### src/rtl/life_pkg.sv
// Shared definitions for the Game-of-Life cell array: cell indexing,
// the B3/S23 rule constants and the default generation-counter width.
package life_pkg;

    localparam int GEN_W_DEFAULT = 16;

    // B3/S23: a dead cell with exactly three live neighbours is born,
    // a live cell with two or three live neighbours survives.
    localparam logic [3:0] BIRTH_COUNT = 4'd3;
    localparam logic [3:0] SURVIVE_MIN = 4'd2;
    localparam logic [3:0] SURVIVE_MAX = 4'd3;

    // Flat bit position of column col, row row in the val/alive buses.
    function automatic int cell_index(input int col, input int row, input int rows);
        return col * rows + row;
    endfunction

    // Next state of one cell given its current state and live-neighbour count.
    function automatic logic life_rule(input logic cur, input logic [3:0] cnt);
        if (cur) begin
            return (cnt >= SURVIVE_MIN) && (cnt <= SURVIVE_MAX);
        end
        return cnt == BIRTH_COUNT;
    endfunction

endpackage

### src/rtl/life_col_n.sv
// One column of ROWS Life cells. The west/east neighbour columns arrive
// padded with their north/south halo bits (bit 0 = row above row 0), and
// the column's own halo cells arrive on north_nbr/south_nbr.
module life_col_n
    import life_pkg::*;
#(
    parameter int ROWS = 8
) (
    input  logic            clk,
    input  logic            reset,
    input  logic            write_enb,
    input  logic            enable,
    input  logic [ROWS-1:0] val,
    input  logic [ROWS+1:0] west_pad,
    input  logic [ROWS+1:0] east_pad,
    input  logic            north_nbr,
    input  logic            south_nbr,
    output logic [ROWS-1:0] alive,
    output logic [ROWS-1:0] next_alive
);

    logic [ROWS-1:0] cell_q;
    logic [ROWS-1:0] cell_d;
    logic [ROWS+1:0] own_pad;
    logic [7:0]      nbrs;
    logic [3:0]      cnt;

    assign own_pad = {south_nbr, cell_q, north_nbr};
    assign alive   = cell_q;

    // Count the eight neighbours of every cell and apply the Life rule.
    always_comb begin
        next_alive = '0;
        nbrs       = '0;
        cnt        = '0;
        for (int r = 0; r < ROWS; r++) begin
            nbrs = {west_pad[r +: 3], east_pad[r +: 3], own_pad[r], own_pad[r+2]};
            cnt  = '0;
            for (int k = 0; k < 8; k++) begin
                cnt = cnt + {3'b000, nbrs[k]};
            end
            next_alive[r] = life_rule(cell_q[r], cnt);
        end
    end

    // Loading a pattern beats advancing; otherwise hold.
    always_comb begin
        cell_d = cell_q;
        if (write_enb) begin
            cell_d = val;
        end else if (enable) begin
            cell_d = next_alive;
        end
    end

    // Cell state register.
    always_ff @(posedge clk) begin
        if (reset) begin
            cell_q <= '0;
        end else begin
            cell_q <= cell_d;
        end
    end

endmodule

### src/rtl/life_array_grid.sv
// COLS x ROWS Game-of-Life array with single-step and free-run control,
// generation counter, stability flag and a generation-done pulse.
module life_array_grid
    import life_pkg::*;
#(
    parameter int ROWS    = 8,
    parameter int COLS    = 8,
    parameter int WRAP    = 0,
    parameter int RUN_DIV = 4,
    parameter int GEN_W   = GEN_W_DEFAULT
) (
    input  logic                 clk,
    input  logic                 reset,
    input  logic [ROWS*COLS-1:0] val,
    input  logic                 write_enb,
    input  logic                 step,
    input  logic                 run_en,
    input  logic                 nw,
    input  logic                 ne,
    input  logic                 se,
    input  logic                 sw,
    input  logic [COLS-1:0]      n,
    input  logic [COLS-1:0]      s,
    input  logic [ROWS-1:0]      e,
    input  logic [ROWS-1:0]      w,
    output logic [ROWS*COLS-1:0] alive,
    output logic [GEN_W-1:0]     gen_count,
    output logic                 stable,
    output logic                 gen_done
);

    localparam int              DIV_W    = (RUN_DIV > 1) ? $clog2(RUN_DIV) : 1;
    localparam logic [DIV_W-1:0] DIV_LAST = DIV_W'(RUN_DIV - 1);
    localparam int              PAD_H    = ROWS + 2;

    logic [ROWS*COLS-1:0]        alive_int;
    logic [ROWS*COLS-1:0]        next_flat;
    logic [(COLS+2)*PAD_H-1:0]   pad;

    logic             step_q, step_d;
    logic [DIV_W-1:0] div_q, div_d;
    logic [GEN_W-1:0] gen_q, gen_d;
    logic             stable_q, stable_d;
    logic             done_q, done_d;

    logic step_edge;
    logic div_tc;
    logic advance;
    logic apply_gen;

    // In toroidal mode the boundary inputs have no effect on the array.
    logic unused_bnd;
    assign unused_bnd = ^{nw, ne, se, sw, n, s, e, w};

    // Halo-padded copy of the grid: pad column 0 is west of column 0,
    // pad row 0 is north of row 0. Edges come from the boundary inputs
    // or from the opposite side of the grid when wrapping.
    for (genvar gc = 0; gc < COLS + 2; gc++) begin : g_pad_col
        for (genvar gr = 0; gr < PAD_H; gr++) begin : g_pad_row
            if (WRAP != 0) begin : g_wrap
                assign pad[gc*PAD_H + gr] =
                    alive_int[cell_index((gc + COLS - 1) % COLS, (gr + ROWS - 1) % ROWS, ROWS)];
            end else if (gc == 0) begin : g_west
                if (gr == 0) begin : g_c
                    assign pad[gc*PAD_H + gr] = nw;
                end else if (gr == PAD_H - 1) begin : g_c
                    assign pad[gc*PAD_H + gr] = sw;
                end else begin : g_c
                    assign pad[gc*PAD_H + gr] = w[gr-1];
                end
            end else if (gc == COLS + 1) begin : g_east
                if (gr == 0) begin : g_c
                    assign pad[gc*PAD_H + gr] = ne;
                end else if (gr == PAD_H - 1) begin : g_c
                    assign pad[gc*PAD_H + gr] = se;
                end else begin : g_c
                    assign pad[gc*PAD_H + gr] = e[gr-1];
                end
            end else if (gr == 0) begin : g_north
                assign pad[gc*PAD_H + gr] = n[gc-1];
            end else if (gr == PAD_H - 1) begin : g_south
                assign pad[gc*PAD_H + gr] = s[gc-1];
            end else begin : g_cell
                assign pad[gc*PAD_H + gr] = alive_int[cell_index(gc - 1, gr - 1, ROWS)];
            end
        end
    end

    for (genvar gc = 0; gc < COLS; gc++) begin : g_col
        life_col_n #(
            .ROWS(ROWS)
        ) u_col (
            .clk       (clk),
            .reset     (reset),
            .write_enb (write_enb),
            .enable    (apply_gen),
            .val       (val[cell_index(gc, 0, ROWS) +: ROWS]),
            .west_pad  (pad[gc*PAD_H +: PAD_H]),
            .east_pad  (pad[(gc+2)*PAD_H +: PAD_H]),
            .north_nbr (pad[(gc+1)*PAD_H]),
            .south_nbr (pad[(gc+1)*PAD_H + PAD_H - 1]),
            .alive     (alive_int[cell_index(gc, 0, ROWS) +: ROWS]),
            .next_alive(next_flat[cell_index(gc, 0, ROWS) +: ROWS])
        );
    end

    assign step_edge = step & ~step_q;
    assign div_tc    = run_en & (div_q == DIV_LAST);
    assign advance   = step_edge | div_tc;
    assign apply_gen = advance & ~write_enb;

    // Next-state logic for step edge detect, divider, counter and flags;
    // a load clears everything and suppresses the generation.
    always_comb begin
        step_d   = write_enb ? 1'b0 : step;
        div_d    = '0;
        gen_d    = gen_q;
        stable_d = stable_q;
        done_d   = apply_gen;
        if (!write_enb && run_en && !div_tc) begin
            div_d = div_q + DIV_W'(1);
        end
        if (write_enb) begin
            gen_d    = '0;
            stable_d = 1'b0;
        end else if (apply_gen) begin
            gen_d    = gen_q + GEN_W'(1);
            stable_d = (next_flat == alive_int);
        end
    end

    // Control registers.
    always_ff @(posedge clk) begin
        if (reset) begin
            step_q   <= 1'b0;
            div_q    <= '0;
            gen_q    <= '0;
            stable_q <= 1'b0;
            done_q   <= 1'b0;
        end else begin
            step_q   <= step_d;
            div_q    <= div_d;
            gen_q    <= gen_d;
            stable_q <= stable_d;
            done_q   <= done_d;
        end
    end

    assign alive     = alive_int;
    assign gen_count = gen_q;
    assign stable    = stable_q;
    assign gen_done  = done_q;

endmodule
### config.mk
export PLATFORM = sky130hd
export DESIGN_NAME = life_array_grid
export DESIGN_NICKNAME = d
export VERILOG_FILES = /design/src/rtl/life_pkg.sv /design/src/rtl/life_col_n.sv /design/src/rtl/life_array_grid.sv
export SDC_FILE = /design/constraint.sdc
export NUM_CORES = 1
export LEC_CHECK = 0
export CAP_MARGIN = 20
export CORE_ASPECT_RATIO = 1.1
export CORE_MARGIN = 3
export CORE_UTILIZATION = 30
export DETAILED_ROUTE_END_ITERATION = 16
export GPL_ROUTABILITY_DRIVEN = 0
export PLACE_DENSITY = 0.55
export RECOVER_POWER = 100
export SYNTH_ARGS = -nofsm -noshare
export SYNTH_HDL_FRONTEND = slang
export SYNTH_SLANG_ARGS = --single-unit
### constraint.sdc
create_clock -name clk -period 3.99 [get_ports clk]
set_input_delay 0.798 -clock clk [delete_from_list [all_inputs] [get_ports clk]]
set_output_delay 0.798 -clock clk [all_outputs]
set_load 0.01 [all_outputs]
==> results.json <==
{
  "status": "complete, but fails checks",
  "violations": "max-capacitance violations, max-slew violations, negative setup slack",
  "totalWireLength_mm": 69.76,
  "power_switching_share_pct": 51.41,
  "max-cap-violations": 1,
  "num-fill-cells": 5214,
  "async_flop_share_pct": 0,
  "antennaDiodeCount": 0,
  "hold_violations": 0,
  "intPower_uw": 6462,
  "syn_avg_cell_area_um2": 8.577,
  "crit_type": "in -> reg",
  "slew_headroom_pct": -42.16,
  "post-route-period-util_pct": 113.5,
  "powerDensity_nw_per_um2": 587.1,
  "syn_area_um2": 16070,
  "synthDominantCellAreaShare_pct": 31.90,
  "clockRootBuffer": "clkbuf_16",
  "stdcell_count": 3134,
  "cts_inserted_buffers": 9,
  "yosys_warnings": 0,
  "place_inst": 3102,
  "setup_viol": 4,
  "fin_ws_ns": -0.5391,
  "synth.distinct_cells": 57,
  "clock.fmax_ghz": 0.2208,
  "core_area_um2": 52740,
  "tightest_slew_ns": 2.132,
  "synth_cells": 1873,
  "r2r_start": "g_col[4].u_col.alive[4]$_SDFFE_PP0P_",
  "min-delay-start": "div_q[0]$_SDFF_PP0_",
  "start_util_pct": 30.46,
  "layout.nets": 3009,
  "routed_via_density": 5.235,
  "total_power_uw": 13300,
  "fp.dieH_um": 248.7,
  "clock_latency_ns": 0.41,
  "grtUsageTotal_pct": 24.77,
  "die_area_um2": 56370,
  "min_path_type": "reg -> reg",
  "cts_tree": "built",
  "final_util_pct": 42.95,
  "crit_start": "e[1]",
  "cts_hold_buf": 0,
  "clock-sinks": 85,
  "areaGrowthSynthToFinish_pct": 40.99,
  "pwr-share-clk_pct": 7.7,
  "port_buffers": 186,
  "overflow": 0,
  "vias": 16407,
  "ys_seq_elements": 85,
  "first_pass_iters": 6,
  "tns_ns": -0.6959,
  "grt_pass1_vias": 17433,
  "synthFlopType": "dfxtp_1",
  "synthTopCellsByArea": "fa_1 (32%), ha_1 (15%), dfxtp_1 (11%)",
  "power_frac_seq_pct": 8.4,
  "htreeDepth": 3,
  "switchingPower_uw": 6837,
  "drc": 0,
  "layout-drive-gt1-share_pct": 22.16,
  "drt-initial-drc-count": 1241,
  "worstSetupStartpointType": "primary input",
  "cp_max_fo": 2,
  "p_leak_uw": 0.01073,
  "rows": 88,
  "grt_max_degree": 88,
  "yosys.area.top_type": "fa_1",
  "ys_seq_area_share_pct": 10.59,
  "vdd_drop_max_uv": 262.3,
  "die_w_um": 226.6,
  "finalClockSkew_ns": 0.02027,
  "p_comb_share_pct": 83.9,
  "grt_antenna_before_repair": 1,
  "rsz0062_at_grt": "yes",
  "io_pins": 187,
  "synth_edf_count": 0,
  "cts.clk_slew.worst_paths_ns": 0.10,
  "cp-end-kind": "flop",
  "holdWs_ns": 0.4436,
  "drv_slew": 41,
  "dp_hpwl_mm": 59.16,
  "grt_pass1_wl_mm": 104.3,
  "wl_per_cell_um": 22.26,
  "worst-endpoint-required_ns": 4.35,
  "synth_nets": 2428,
  "worstPathArrival_ns": 4.88,
  "ctsLongestPathBuffers": 2,
  "drtAntennaViolNets": 0,
  "post-route-min-period_ns": 4.529
}
==> cell usage in the layout, fill, tap and decap left out, types with 6 or more instances in the layout <==
cell / count
a211oi_1: 12
a211oi_2: 6
a21boi_0: 6
a21o_1: 11
a21oi_1: 86
a21oi_2: 6
a22o_1: 6
a22oi_1: 25
a31oi_1: 6
buf_4: 385
clkbuf_1: 10
clkbuf_16: 9
clkbuf_2: 6
clkbuf_4: 16
clkdlybuf4s50_1: 105
dfxtp_1: 84
dlygate4sd3_1: 66
fa_1: 225
fa_2: 31
ha_1: 192
inv_1: 362
inv_2: 8
mux2i_1: 8
nand2_1: 59
nand2b_1: 62
nand3_1: 37
nand4_1: 26
nor2_1: 177
nor2_2: 6
nor2b_1: 58
nor3_1: 55
nor3b_1: 6
nor4_1: 32
nor4b_1: 6
nor4b_2: 10
nor4b_4: 8
o21ai_0: 95
o21ai_1: 11
or3_1: 9
xor2_1: 9
==> path summary, 6_finish.rpt <==
check                             end  slack (ns)  cells after the start
hold reg to reg   div_q[0]$_SDFF_PP0_        0.44                      1
setup / recovery  stable$_SDFFE_PP0P_       -0.54                     15
setup reg to reg  stable$_SDFFE_PP0P_       -0.44                     16
hold / removal    div_q[0]$_SDFF_PP0_        0.44                      1
==> area by class of cell <==
| class | instances | area (um2) | share of cell area (%) |
|---|---|---|---|
| inverters | 371 | 1396 | 6.165 |
| clock buffers | 9 | 225.2 | 0.9943 |
| repair buffers | 606 | 5011 | 22.12 |
| flip-flops and latches | 85 | 1705 | 7.529 |
| clock inverters | 7 | 92.59 | 0.4088 |
| multi-input cells | 1381 | 13380 | 59.05 |
| well taps | 675 | 844.6 | 3.729 |
==> repair_timing <==
item,CTS,global route
pin swaps,47,60
endpoints found under the setup margin,18,34
gates resized for setup,72,95
setup buffers,16,5
==> sequential cells by signal, summed over array words and instances (netlist names) <==
name / count
div_q: 2
g_col.u_col.alive: 64
gen_count: 16
gen_done: 1
stable: 1
step_q: 1
==> metrics by stage <==
stage | area (um2) | setup slack, ns
4_1_cts | 22400 | -0.4480
3_5_place_dp | 21750 | -1.019
5_1_grt | 22650 | -0.7047
3_3_place_gp | 21750 | -0.9187
6_report | 22650 | -0.5391
2_1_floorplan | 16090 | -0.1083
==> power by group through the flow <==
stage | Combinational (uW) | Sequential (uW) | Clock, uW
6_report | 11200 | 1110 | 1030
5_1_grt | 12100 | 1120 | 1070
4_1_cts | 10800 | 1120 | 1050
3_5_place_dp | 10400 | 1130 | 0
3_3_place_gp | 10100 | 1130 | 0
2_1_floorplan | 5770 | 1160 | 0
==> critical path: stages <==
cell	delay, ns
clkdlybuf4s50_1	0.46
inv_1	0.09
fa_1	0.58
fa_1	0.43
fa_1	0.42
fa_1	0.39
nor2b_1	0.20
a22oi_1	0.25
buf_4	0.21
o311a_1	0.23
and4_1	0.24
nand4_1	0.10
nor4_2	0.24
nand4_1	0.10
o21ai_1	0.13
==> kinds of logic (layout without fill, tap and decap cells) <==
group / count (synthesis) / count (layout) / share of synthesized area (%)
and+or+nand+nor: 578 / 578 / 18.72
muxes: 13 / 13 / 0.8489
DFF: 85 / 85 / 10.59
AOI/OAI and AO/OA: 328 / 328 / 12.66
xor gates and xnor gates: 12 / 12 / 0.6543
adders and majority gates: 450 / 450 / 47.01
buffers and inverters: 407 / 993 / 9.509
==> layer usage <==
| layer | up-vias | wire, um | GRT usage [%] |
|---|---|---|---|
| li1 | 7432 | - | - |
| met1 | 8060 | 26940 | 29.76 |
| met2 | 697 | 33040 | 42.01 |
| met3 | 216 | 5160 | 4.490 |
| met4 | 2 | 4601 | 12.87 |
| met5 | - | 14 | 0 |
==> cell usage after synthesis, types with 11 or more instances <==
master and instances:
a211oi_1 18, a21o_1 11, a21oi_1 92, a22oi_1 25, clkbuf_1 33, dfxtp_1 85, fa_1 256, ha_1 194
inv_1 371, nand2_1 60, nand2b_1 62, nand3_1 37, nand4_1 26, nor2_1 183, nor2b_1 59, nor3_1 55
nor4_1 37, nor4b_1 21, o21ai_0 107
No activity file was read; power rests on OpenSTA's default activity.
